<file path="config.mk">
export PLATFORM = sky130hd
export DESIGN_NAME = sdram_arbiter_flat
export DESIGN_NICKNAME = d
export VERILOG_FILES = /design/src/rtl/sdram_arbiter_if.sv /design/src/rtl/sdram_arbiter.sv /design/src/flat_wrapper.sv
export SDC_FILE = /design/constraint.sdc
export NUM_CORES = 1
export LEC_CHECK = 0
export ABC_AREA = 1
export BUFFER_PORTS_ARGS = -buffer_cell sky130_fd_sc_hd__buf_2
export CAP_MARGIN = 5
export CORE_MARGIN = 2
export CORE_UTILIZATION = 39
export CTS_BUF_LIST = sky130_fd_sc_hd__clkbuf_16
export DETAILED_ROUTE_END_ITERATION = 8
export GPL_TIMING_DRIVEN = 0
export MAX_ROUTING_LAYER = met4
export PLACE_DENSITY = 0.81
export SLEW_MARGIN = 30
export SYNTH_ARGS = -nofsm -noshare
export SYNTH_HDL_FRONTEND = slang
export SYNTH_SLANG_ARGS = --single-unit
</file>
<file path="constraint.sdc">
create_clock -name i_clk -period 1.52 [get_ports i_clk]
set_input_delay 0.456 -clock i_clk [delete_from_list [all_inputs] [get_ports i_clk]]
set_output_delay 0.456 -clock i_clk [all_outputs]
set_load 0.005 [all_outputs]
</file>
<file path="src/rtl/sdram_arbiter_if.sv">
// Requester/SDRAM-controller signal bundle for the frame-buffer arbiter.
// slave = arbiter side, master = requesters plus memory controller side.
interface sdram_arbiter_if #(
   parameter int ADDR_W = 23,
   parameter int DATA_W = 24
);
   logic              i_wr_req;
   logic [ADDR_W-1:0] i_wr_addr;
   logic [DATA_W-1:0] i_wr_data;
   logic              o_wr_pop;
   logic              o_wr_done;
   logic              i_rd_req;
   logic [ADDR_W-1:0] i_rd_addr;
   logic              o_rd_push;
   logic [DATA_W-1:0] o_rd_data;
   logic              o_rd_done;
   logic              o_mem_req;
   logic              o_mem_we;
   logic [ADDR_W-1:0] o_mem_addr;
   logic              i_mem_ack;
   logic [DATA_W-1:0] o_mem_wdata;
   logic              i_mem_wready;
   logic              i_mem_rvalid;
   logic [DATA_W-1:0] i_mem_rdata;
   logic              o_busy;

   modport slave (
      input  i_wr_req, i_wr_addr, i_wr_data, i_rd_req, i_rd_addr,
             i_mem_ack, i_mem_wready, i_mem_rvalid, i_mem_rdata,
      output o_wr_pop, o_wr_done, o_rd_push, o_rd_data, o_rd_done,
             o_mem_req, o_mem_we, o_mem_addr, o_mem_wdata, o_busy
   );

   modport master (
      output i_wr_req, i_wr_addr, i_wr_data, i_rd_req, i_rd_addr,
             i_mem_ack, i_mem_wready, i_mem_rvalid, i_mem_rdata,
      input  o_wr_pop, o_wr_done, o_rd_push, o_rd_data, o_rd_done,
             o_mem_req, o_mem_we, o_mem_addr, o_mem_wdata, o_busy
   );
endinterface

</file>
<file path="src/rtl/sdram_arbiter.sv">
// Two-client SDRAM burst arbiter: capture writes vs. VGA reads, read priority
// with a bounded number of read grants allowed to starve a waiting write.
module sdram_arbiter #(
   parameter int ADDR_W    = 23,
   parameter int DATA_W    = 24,
   parameter int BURST_LEN = 8,
   parameter int MAX_SKIP  = 3
) (
   input  logic           i_clk,
   input  logic           i_rst_n,
   sdram_arbiter_if.slave bus
);
   localparam int BW  = $clog2(BURST_LEN) + 1;
   localparam int SKW = (MAX_SKIP < 2) ? 1 : $clog2(MAX_SKIP + 1);

   typedef enum logic [2:0] {IDLE, CMD, WR_DATA, RD_DATA, DONE} state_t;

   state_t            state_q, state_d;
   logic [SKW-1:0]    skip_q, skip_d;
   logic [BW-1:0]     beat_q, beat_d;
   logic [ADDR_W-1:0] addr_q, addr_d;
   logic              we_q, we_d;
   logic              armed_q, armed_d;
   logic              grant_wr;
   logic [DATA_W-1:0] wdata, rdata;

   // Pixel words pass straight through; the arbiter never buffers data.
   assign wdata           = bus.i_wr_data;
   assign rdata           = bus.i_mem_rdata;
   assign bus.o_mem_wdata = wdata;
   assign bus.o_rd_data   = rdata;
   assign bus.o_mem_addr  = addr_q;
   assign bus.o_mem_we    = we_q;
   assign bus.o_busy      = (state_q != IDLE);

   always_ff @(posedge i_clk or negedge i_rst_n) begin
      if (!i_rst_n) begin
         state_q <= IDLE;
         skip_q  <= '0;
         beat_q  <= '0;
         addr_q  <= '0;
         we_q    <= 1'b0;
         armed_q <= 1'b0;
      end else begin
         state_q <= state_d;
         skip_q  <= skip_d;
         beat_q  <= beat_d;
         addr_q  <= addr_d;
         we_q    <= we_d;
         armed_q <= armed_d;
      end
   end

   always_comb begin
      state_d       = state_q;
      skip_d        = skip_q;
      beat_d        = beat_q;
      addr_d        = addr_q;
      we_d          = we_q;
      // One dead cycle after reset release keeps the first command at least
      // two cycles away from the release edge.
      armed_d       = 1'b1;
      grant_wr      = 1'b0;
      bus.o_mem_req = 1'b0;
      bus.o_wr_pop  = 1'b0;
      bus.o_rd_push = 1'b0;
      bus.o_wr_done = 1'b0;
      bus.o_rd_done = 1'b0;
      case (state_q)
         IDLE: begin
            if (armed_q && (bus.i_wr_req || bus.i_rd_req)) begin
               grant_wr = bus.i_wr_req &&
                          (!bus.i_rd_req || skip_q == SKW'(MAX_SKIP));
               we_d     = grant_wr;
               addr_d   = grant_wr ? bus.i_wr_addr : bus.i_rd_addr;
               if (grant_wr)
                  skip_d = '0;
               else if (bus.i_wr_req && skip_q != SKW'(MAX_SKIP))
                  skip_d = skip_q + SKW'(1);
               beat_d  = '0;
               state_d = CMD;
            end
         end
         CMD: begin
            bus.o_mem_req = 1'b1;
            if (bus.i_mem_ack)
               state_d = we_q ? WR_DATA : RD_DATA;
         end
         WR_DATA: begin
            bus.o_wr_pop = bus.i_mem_wready;
            if (bus.i_mem_wready) begin
               beat_d = beat_q + BW'(1);
               if (beat_d == BW'(BURST_LEN))
                  state_d = DONE;
            end
         end
         RD_DATA: begin
            bus.o_rd_push = bus.i_mem_rvalid;
            if (bus.i_mem_rvalid) begin
               beat_d = beat_q + BW'(1);
               if (beat_d == BW'(BURST_LEN))
                  state_d = DONE;
            end
         end
         DONE: begin
            bus.o_wr_done = we_q;
            bus.o_rd_done = !we_q;
            state_d       = IDLE;
         end
         default: state_d = IDLE;
      endcase
   end
endmodule

</file>
<file path="src/flat_wrapper.sv">
// flat-port wrapper written by rule: the top's interface ports become plain ports
module sdram_arbiter_flat 
#(
   parameter int ADDR_W    = 23,
   parameter int DATA_W    = 24,
   parameter int BURST_LEN = 8,
   parameter int MAX_SKIP  = 3
)
  (i_clk, i_rst_n, bus_i_wr_req, bus_i_wr_addr, bus_i_wr_data, bus_i_rd_req, bus_i_rd_addr, bus_i_mem_ack, bus_i_mem_wready, bus_i_mem_rvalid, bus_i_mem_rdata, bus_o_wr_pop, bus_o_wr_done, bus_o_rd_push, bus_o_rd_data, bus_o_rd_done, bus_o_mem_req, bus_o_mem_we, bus_o_mem_addr, bus_o_mem_wdata, bus_o_busy);
  sdram_arbiter_if #(.ADDR_W(ADDR_W), .DATA_W(DATA_W)) bus_i ();
  input  logic i_clk;
  input  logic i_rst_n;
  input wire logic [$bits(bus_i.i_wr_req)-1:0] bus_i_wr_req;
  input wire logic [$bits(bus_i.i_wr_addr)-1:0] bus_i_wr_addr;
  input wire logic [$bits(bus_i.i_wr_data)-1:0] bus_i_wr_data;
  input wire logic [$bits(bus_i.i_rd_req)-1:0] bus_i_rd_req;
  input wire logic [$bits(bus_i.i_rd_addr)-1:0] bus_i_rd_addr;
  input wire logic [$bits(bus_i.i_mem_ack)-1:0] bus_i_mem_ack;
  input wire logic [$bits(bus_i.i_mem_wready)-1:0] bus_i_mem_wready;
  input wire logic [$bits(bus_i.i_mem_rvalid)-1:0] bus_i_mem_rvalid;
  input wire logic [$bits(bus_i.i_mem_rdata)-1:0] bus_i_mem_rdata;
  output wire logic [$bits(bus_i.o_wr_pop)-1:0] bus_o_wr_pop;
  output wire logic [$bits(bus_i.o_wr_done)-1:0] bus_o_wr_done;
  output wire logic [$bits(bus_i.o_rd_push)-1:0] bus_o_rd_push;
  output wire logic [$bits(bus_i.o_rd_data)-1:0] bus_o_rd_data;
  output wire logic [$bits(bus_i.o_rd_done)-1:0] bus_o_rd_done;
  output wire logic [$bits(bus_i.o_mem_req)-1:0] bus_o_mem_req;
  output wire logic [$bits(bus_i.o_mem_we)-1:0] bus_o_mem_we;
  output wire logic [$bits(bus_i.o_mem_addr)-1:0] bus_o_mem_addr;
  output wire logic [$bits(bus_i.o_mem_wdata)-1:0] bus_o_mem_wdata;
  output wire logic [$bits(bus_i.o_busy)-1:0] bus_o_busy;
  assign bus_i.i_wr_req = bus_i_wr_req;
  assign bus_i.i_wr_addr = bus_i_wr_addr;
  assign bus_i.i_wr_data = bus_i_wr_data;
  assign bus_i.i_rd_req = bus_i_rd_req;
  assign bus_i.i_rd_addr = bus_i_rd_addr;
  assign bus_i.i_mem_ack = bus_i_mem_ack;
  assign bus_i.i_mem_wready = bus_i_mem_wready;
  assign bus_i.i_mem_rvalid = bus_i_mem_rvalid;
  assign bus_i.i_mem_rdata = bus_i_mem_rdata;
  assign bus_o_wr_pop = bus_i.o_wr_pop;
  assign bus_o_wr_done = bus_i.o_wr_done;
  assign bus_o_rd_push = bus_i.o_rd_push;
  assign bus_o_rd_data = bus_i.o_rd_data;
  assign bus_o_rd_done = bus_i.o_rd_done;
  assign bus_o_mem_req = bus_i.o_mem_req;
  assign bus_o_mem_we = bus_i.o_mem_we;
  assign bus_o_mem_addr = bus_i.o_mem_addr;
  assign bus_o_mem_wdata = bus_i.o_mem_wdata;
  assign bus_o_busy = bus_i.o_busy;
  sdram_arbiter #(.ADDR_W(ADDR_W), .DATA_W(DATA_W), .BURST_LEN(BURST_LEN), .MAX_SKIP(MAX_SKIP)) u_core (.i_clk(i_clk), .i_rst_n(i_rst_n), .bus(bus_i));
endmodule
</file>
Word level (Yosys, flattened, before mapping)
Cells that the tools add are included.

Register bits after elaboration: 34. Logic and storage cells: 53. Output and inout bits: 78. Input bits: 101.

Reduce and logical (&&, ||, !) cells: 15. Equality and inequality tests: 11. Multiplexer cells: 19. Add/sub/neg operators: 2.

Operator list (number): 23-bit two-way mux (1); 3-bit two-way mux (5); 4-bit two-way mux (3); 3-bit one-hot mux with 4 select lines (1); 4-bit one-hot mux with 3 select lines (1); 2-bit != test, second input constant (4); 4-bit AND reduction (2); 3-bit by 2-bit == test with 1-bit output, second input constant (2); 1-bit two-way mux (6); 3-bit nonzero test (2); 4-bit by 1-bit adder with 4-bit output, second input constant (1); 4-bit == test, second input constant (1); 2-bit two-way mux (2); 3-bit by 1-bit == test with 1-bit output, second input constant (1); 3-bit == test, second input constant (1); 1-bit logical AND (3); 3-bit logical NOT (1); 3-bit AND reduction (1); 2-bit by 1-bit adder with 2-bit output, second input constant (1); 2-bit == test, second input constant (1); 1-bit logical NOT (2); 1-bit logical OR (2); 2-bit by 1-bit != test with 1-bit output, second input constant (1); 2-bit AND reduction (1); 2-bit nonzero test (1).

Logic depth before layout (Yosys ltp)
Word-level depth: 5. Mapped depth: 9. Mapped depth without buffers: 9.

Worst setup path after synthesis
OpenSTA, ideal clock, no wires.

Kind: reg-to-reg. From: register u_core.skip_q[1]. To: register u_core.addr_q[10] (netlist: u_core.bus.o_mem_addr[10]). Path slack: 201 ps. Setup time: 120 ps. Period minus slack after synthesis: 1319 ps. Cell stages (with the launch flop): 8. Data arrival time: 1198 ps. Required time: 1400 ps. Buffers on the path: 1. Cell sequence: dfrtp_1 -> ha_1 -> inv_1 -> a21oi_4 -> inv_2 -> buf_2 -> a21oi_2 -> a21oi_2.

Cells in the longest elaborated chain, start to end: 4.

Ends and longest elaborated chain: start, declared (RTL line sdram_arbiter.sv:19) `logic [SKW-1:0] skip_q, skip_d;`; start signal, assigned (RTL line sdram_arbiter.sv:46) `skip_q <= skip_d;`; 2-bit == test (RTL line sdram_arbiter.sv:73) `(!bus.i_rd_req || skip_q == SKW'(MAX_SKIP));`; 1-bit logical OR (RTL line sdram_arbiter.sv:73); 1-bit logical AND (RTL line sdram_arbiter.sv:72) `grant_wr = bus.i_wr_req &&`; 23-bit two-way mux (RTL line sdram_arbiter.sv:75) `addr_d = grant_wr ? bus.i_wr_addr : bus.i_rd_addr;`; end signal, assigned (RTL line sdram_arbiter.sv:48) `addr_q <= addr_d;`; end, declared (RTL line sdram_arbiter.sv:21) `logic [ADDR_W-1:0] addr_q, addr_d;`.

No other way between the ends. A chain may end at the register's enable or synchronous reset.

Final worst setup path
From: register u_core.state_q[2]. To: output port bus_o_mem_req.

Cells in the longest elaborated chain, start to end: 2.

Ends and longest elaborated chain: start, declared (RTL line sdram_arbiter.sv:18) `state_t state_q, state_d;`; start signal, assigned (RTL line sdram_arbiter.sv:45) `state_q <= state_d;`; 3-bit by 1-bit == test with 1-bit output (RTL line sdram_arbiter.sv:69) `case (state_q)`; 1-bit two-way mux (RTL line sdram_arbiter.sv:69); end, declared (RTL line flat_wrapper.sv:27) `output wire logic [$bits(bus_i.o_mem_req)-1:0] bus_o_mem_req;`.

No other way between the ends.

==> out/metrics.csv <==
stage,metric,value,unit
clocking,clock_sinks,34,
timing,fin_crit,1.61,ns
clocking,ctsLongestPathBuffers,2,
layout,regArea,853,um2
drt,drt_wl_total,6000,um
place,globalplace.congestion,0.791,
power,ir_drop,856,uV
timing,setup_viol_count_final,6,
timing,hold_violations,0,
critical_path,cp.arrival,1.16,ns
layout,layout_commonest_cell,buf_2,
timing,hold_ws,0.262,ns
floorplan,core-area,5470,um2
place,dp_hpwl,4330,um
global_route,grt_pass1_wl,8920,um
power,p_int,0.00334,W
global_route,grt_pass1_vias,1986,
yosys,synthFlopType,dfrtp_1,
yosys,synth_area_per_cell,8.43,um2
critical_path,crit_fanout,5,
power,pwr-share-clk,21.2,%
yosys,netlist.top_cell.by_area,dfrtp_1,
yosys,async_flop_share,100,%
timing,timing.final.crit_share,106,%
yosys,yosys.area.top_type_share,38.5,%
timing,final_max_slew_viol_count,0,
global_route,grt_max_degree,35,
drt,vias_per_cell,4.61,
critical_path,critPathLaunchType,flip-flop,
floorplan,start_util,40.4,%
layout,multi_input_area,956,um2
timing,rsz0062_at_grt,yes,
clocking,root_buffer,clkbuf_16,
layout,antenna_cells,0,
yosys,synth_seq_area_share,38.5,%
floorplan,num_rows,27,
drt,first_iter_violations,90,
drt,ant_nets,0,
power,powerDensity,1560,nW/um2
layout,fill_cells,502,
place,place_ws,-0.112,ns
clocking,clkTransAtPathRegs,0.05,ns
power,switching_power,0.00194,W
clocking,h-tree-depth,2,
timing,max_slew_margin,48.0,%
clocking,clock_latency,0.27,ns
drt,wl_per_cell,12.3,um
power,p_seq_share,30.4,%
yosys,ys_ff_latch,34,
drt,drc_errors,0,
yosys,ys_warn_count,0,
floorplan,die_area,6280,um2
layout,final_cell_mix,"130 x buf_2, 64 x buf_4, 43 x nand2_1",
status,violations,setup timing,
flow_run,maxCapViolCount,0,
critical_path,path_class,flip-flop to primary output,
yosys,synth_edf_count,0,
timing,max_freq,619,MHz
clocking,cts_tree,yes,
global_route,grt_antenna_before_repair,0,
layout,fin_nets,517,
floorplan,die_width,79.3,um
yosys,syn_area,2210,um2
clocking,hold_buffers,0,
timing,final.setup_skew,0.00259,ns
floorplan,die_y,79.3,um
place,io_buffers,130,
global_route,grt_overflow_total,0,
hold_path,hold_path_class,input pin to async pin,
status,status,"complete, but fails checks",
power,power,0.00528,W
global_route,grt_util_all_layers,18.6,%
yosys,netlist_instances,262,
power,p_leak,1.78,nW
power,netSwitchingFraction,36.8,%
critical_path,crit_path_end_kind,primary output,
layout,finish.utilization,61.9,%
drt,dr_total_vias,2247,
yosys,synth_area_leaders,"dfrtp_1 39%, buf_4 17%, a21oi_2 13%",
timing,max_slew.worst_pin.slew,0.779,ns
critical_path,reg2reg_depth,8,
power,comb_power_share,48.5,%
yosys,synth_nets,365,
layout,area_growth,53.4,%
layout,drive_gt1_share,63.9,%
timing,setup_ws,-0.0946,ns
clocking,numCtsBuffers,5,
floorplan,num_io_pins,179,
drt,dr.pass1.iters,4,
yosys,ys_types,26,
critical_path,worstPathRequired,1.06,ns
[routing by layer]
metal  part of all wire [%]  GRT usage, %  vias up
met5                      0             -        -
met4                    1.5          4.83        0
met3                    8.0          4.09       13
met2                     53          33.7      108
met1                     37          20.8     1033
li1                       -             -     1093
[kinds of logic (layout without fill, tap and decap cells)]
kind of cell | after synthesis | after routing | share of synthesized area [%]
buffers and inverters | 76 | 229 | 22.9
adders and majority gates | 2 | 2 | 1.13
other | 1 | 1 | 0.170
DFF | 34 | 34 | 38.5
and+or+nand+nor | 96 | 96 | 18.8
AOI/OAI and AO/OA | 53 | 53 | 18.5
[metrics by stage]
stage | instance area [um2] | TNS (ns) | std cells
6_report | 3390 | -0.423 | 487
5_1_grt | 3390 | -1.12 | 487
4_1_cts | 3210 | -0.416 | 481
3_5_place_dp | 2950 | -1.42 | 464
3_3_place_gp | 2950 | -1.53 | 464
2_1_floorplan | 2210 | 0 | 262
[power groups by stage]
stage	logic, W	registers (W)	clock network [W]
after floorplan	0.00130	0.00160	0
after CTS	0.00231	0.00158	0.00114
after detailed placement	0.00208	0.00160	0
after global placement	0.00203	0.00157	0
after global routing	0.00283	0.00166	0.00118
final	0.00256	0.00160	0.00112
[sequential cells by signal, summed over array words and instances, names as in the netlist]
signal,cells
u_core.armed_q,1
u_core.beat_q,4
u_core.bus.o_mem_addr,23
u_core.bus.o_mem_we,1
u_core.skip_q,2
u_core.state_q,3
[Yosys cell counts (2+ instances only)]
cell type / count
inv_1: 13
nand3_1: 10
ha_1: 2
nand2_1: 44
buf_8: 3
a21oi_1: 13
dfrtp_1: 34
nor2_1: 31
a21oi_2: 34
nand4_1: 4
o21ai_1: 3
clkbuf_1: 2
inv_2: 6
buf_2: 3
buf_4: 49
[critical path, stage by stage, from the launching register on]
cell and delay, ns:
dfrtp_2 0.47, nor3_2 0.26, buf_2 0.16
[final cells by class]
cell class | count | area share (%)
flip-flops and latches | 34 | 25.2
clock buffers | 5 | 3.69
well taps | 72 | 2.66
repair buffers | 145 | 23.1
plain buffers | 57 | 13.7
multi-input cells | 152 | 28.2
clock inverters | 3 | 1.11
inverters | 19 | 2.33
[worst paths after layout]
check / to / slack, ns / from
worst max-delay path: bus_o_mem_req / -0.09 / u_core.state_q[2]
max in group asynchronous: u_core.state_q[2] / 0.72 / i_rst_n
worst min register to register: u_core.bus.o_mem_addr[22] / 0.51 / u_core.bus.o_mem_addr[22]
min in group i_clk: u_core.bus.o_mem_addr[4] / 0.42 / bus_i_wr_addr[4]
worst min-delay path: u_core.state_q[0] / 0.26 / i_rst_n
worst max register to register: u_core.bus.o_mem_addr[11] / 0.02 / u_core.state_q[2]
[repair_timing]
item / 4_1_cts / 5_1_grt
pin swaps: 4 / 6
endpoints found under the hold margin: 0 / 0
endpoints found under the setup margin: 25 / 34
setup buffers: 9 / 6
resized for setup: 12 / 28
Note: power is estimated with default switching activity, not from simulation.
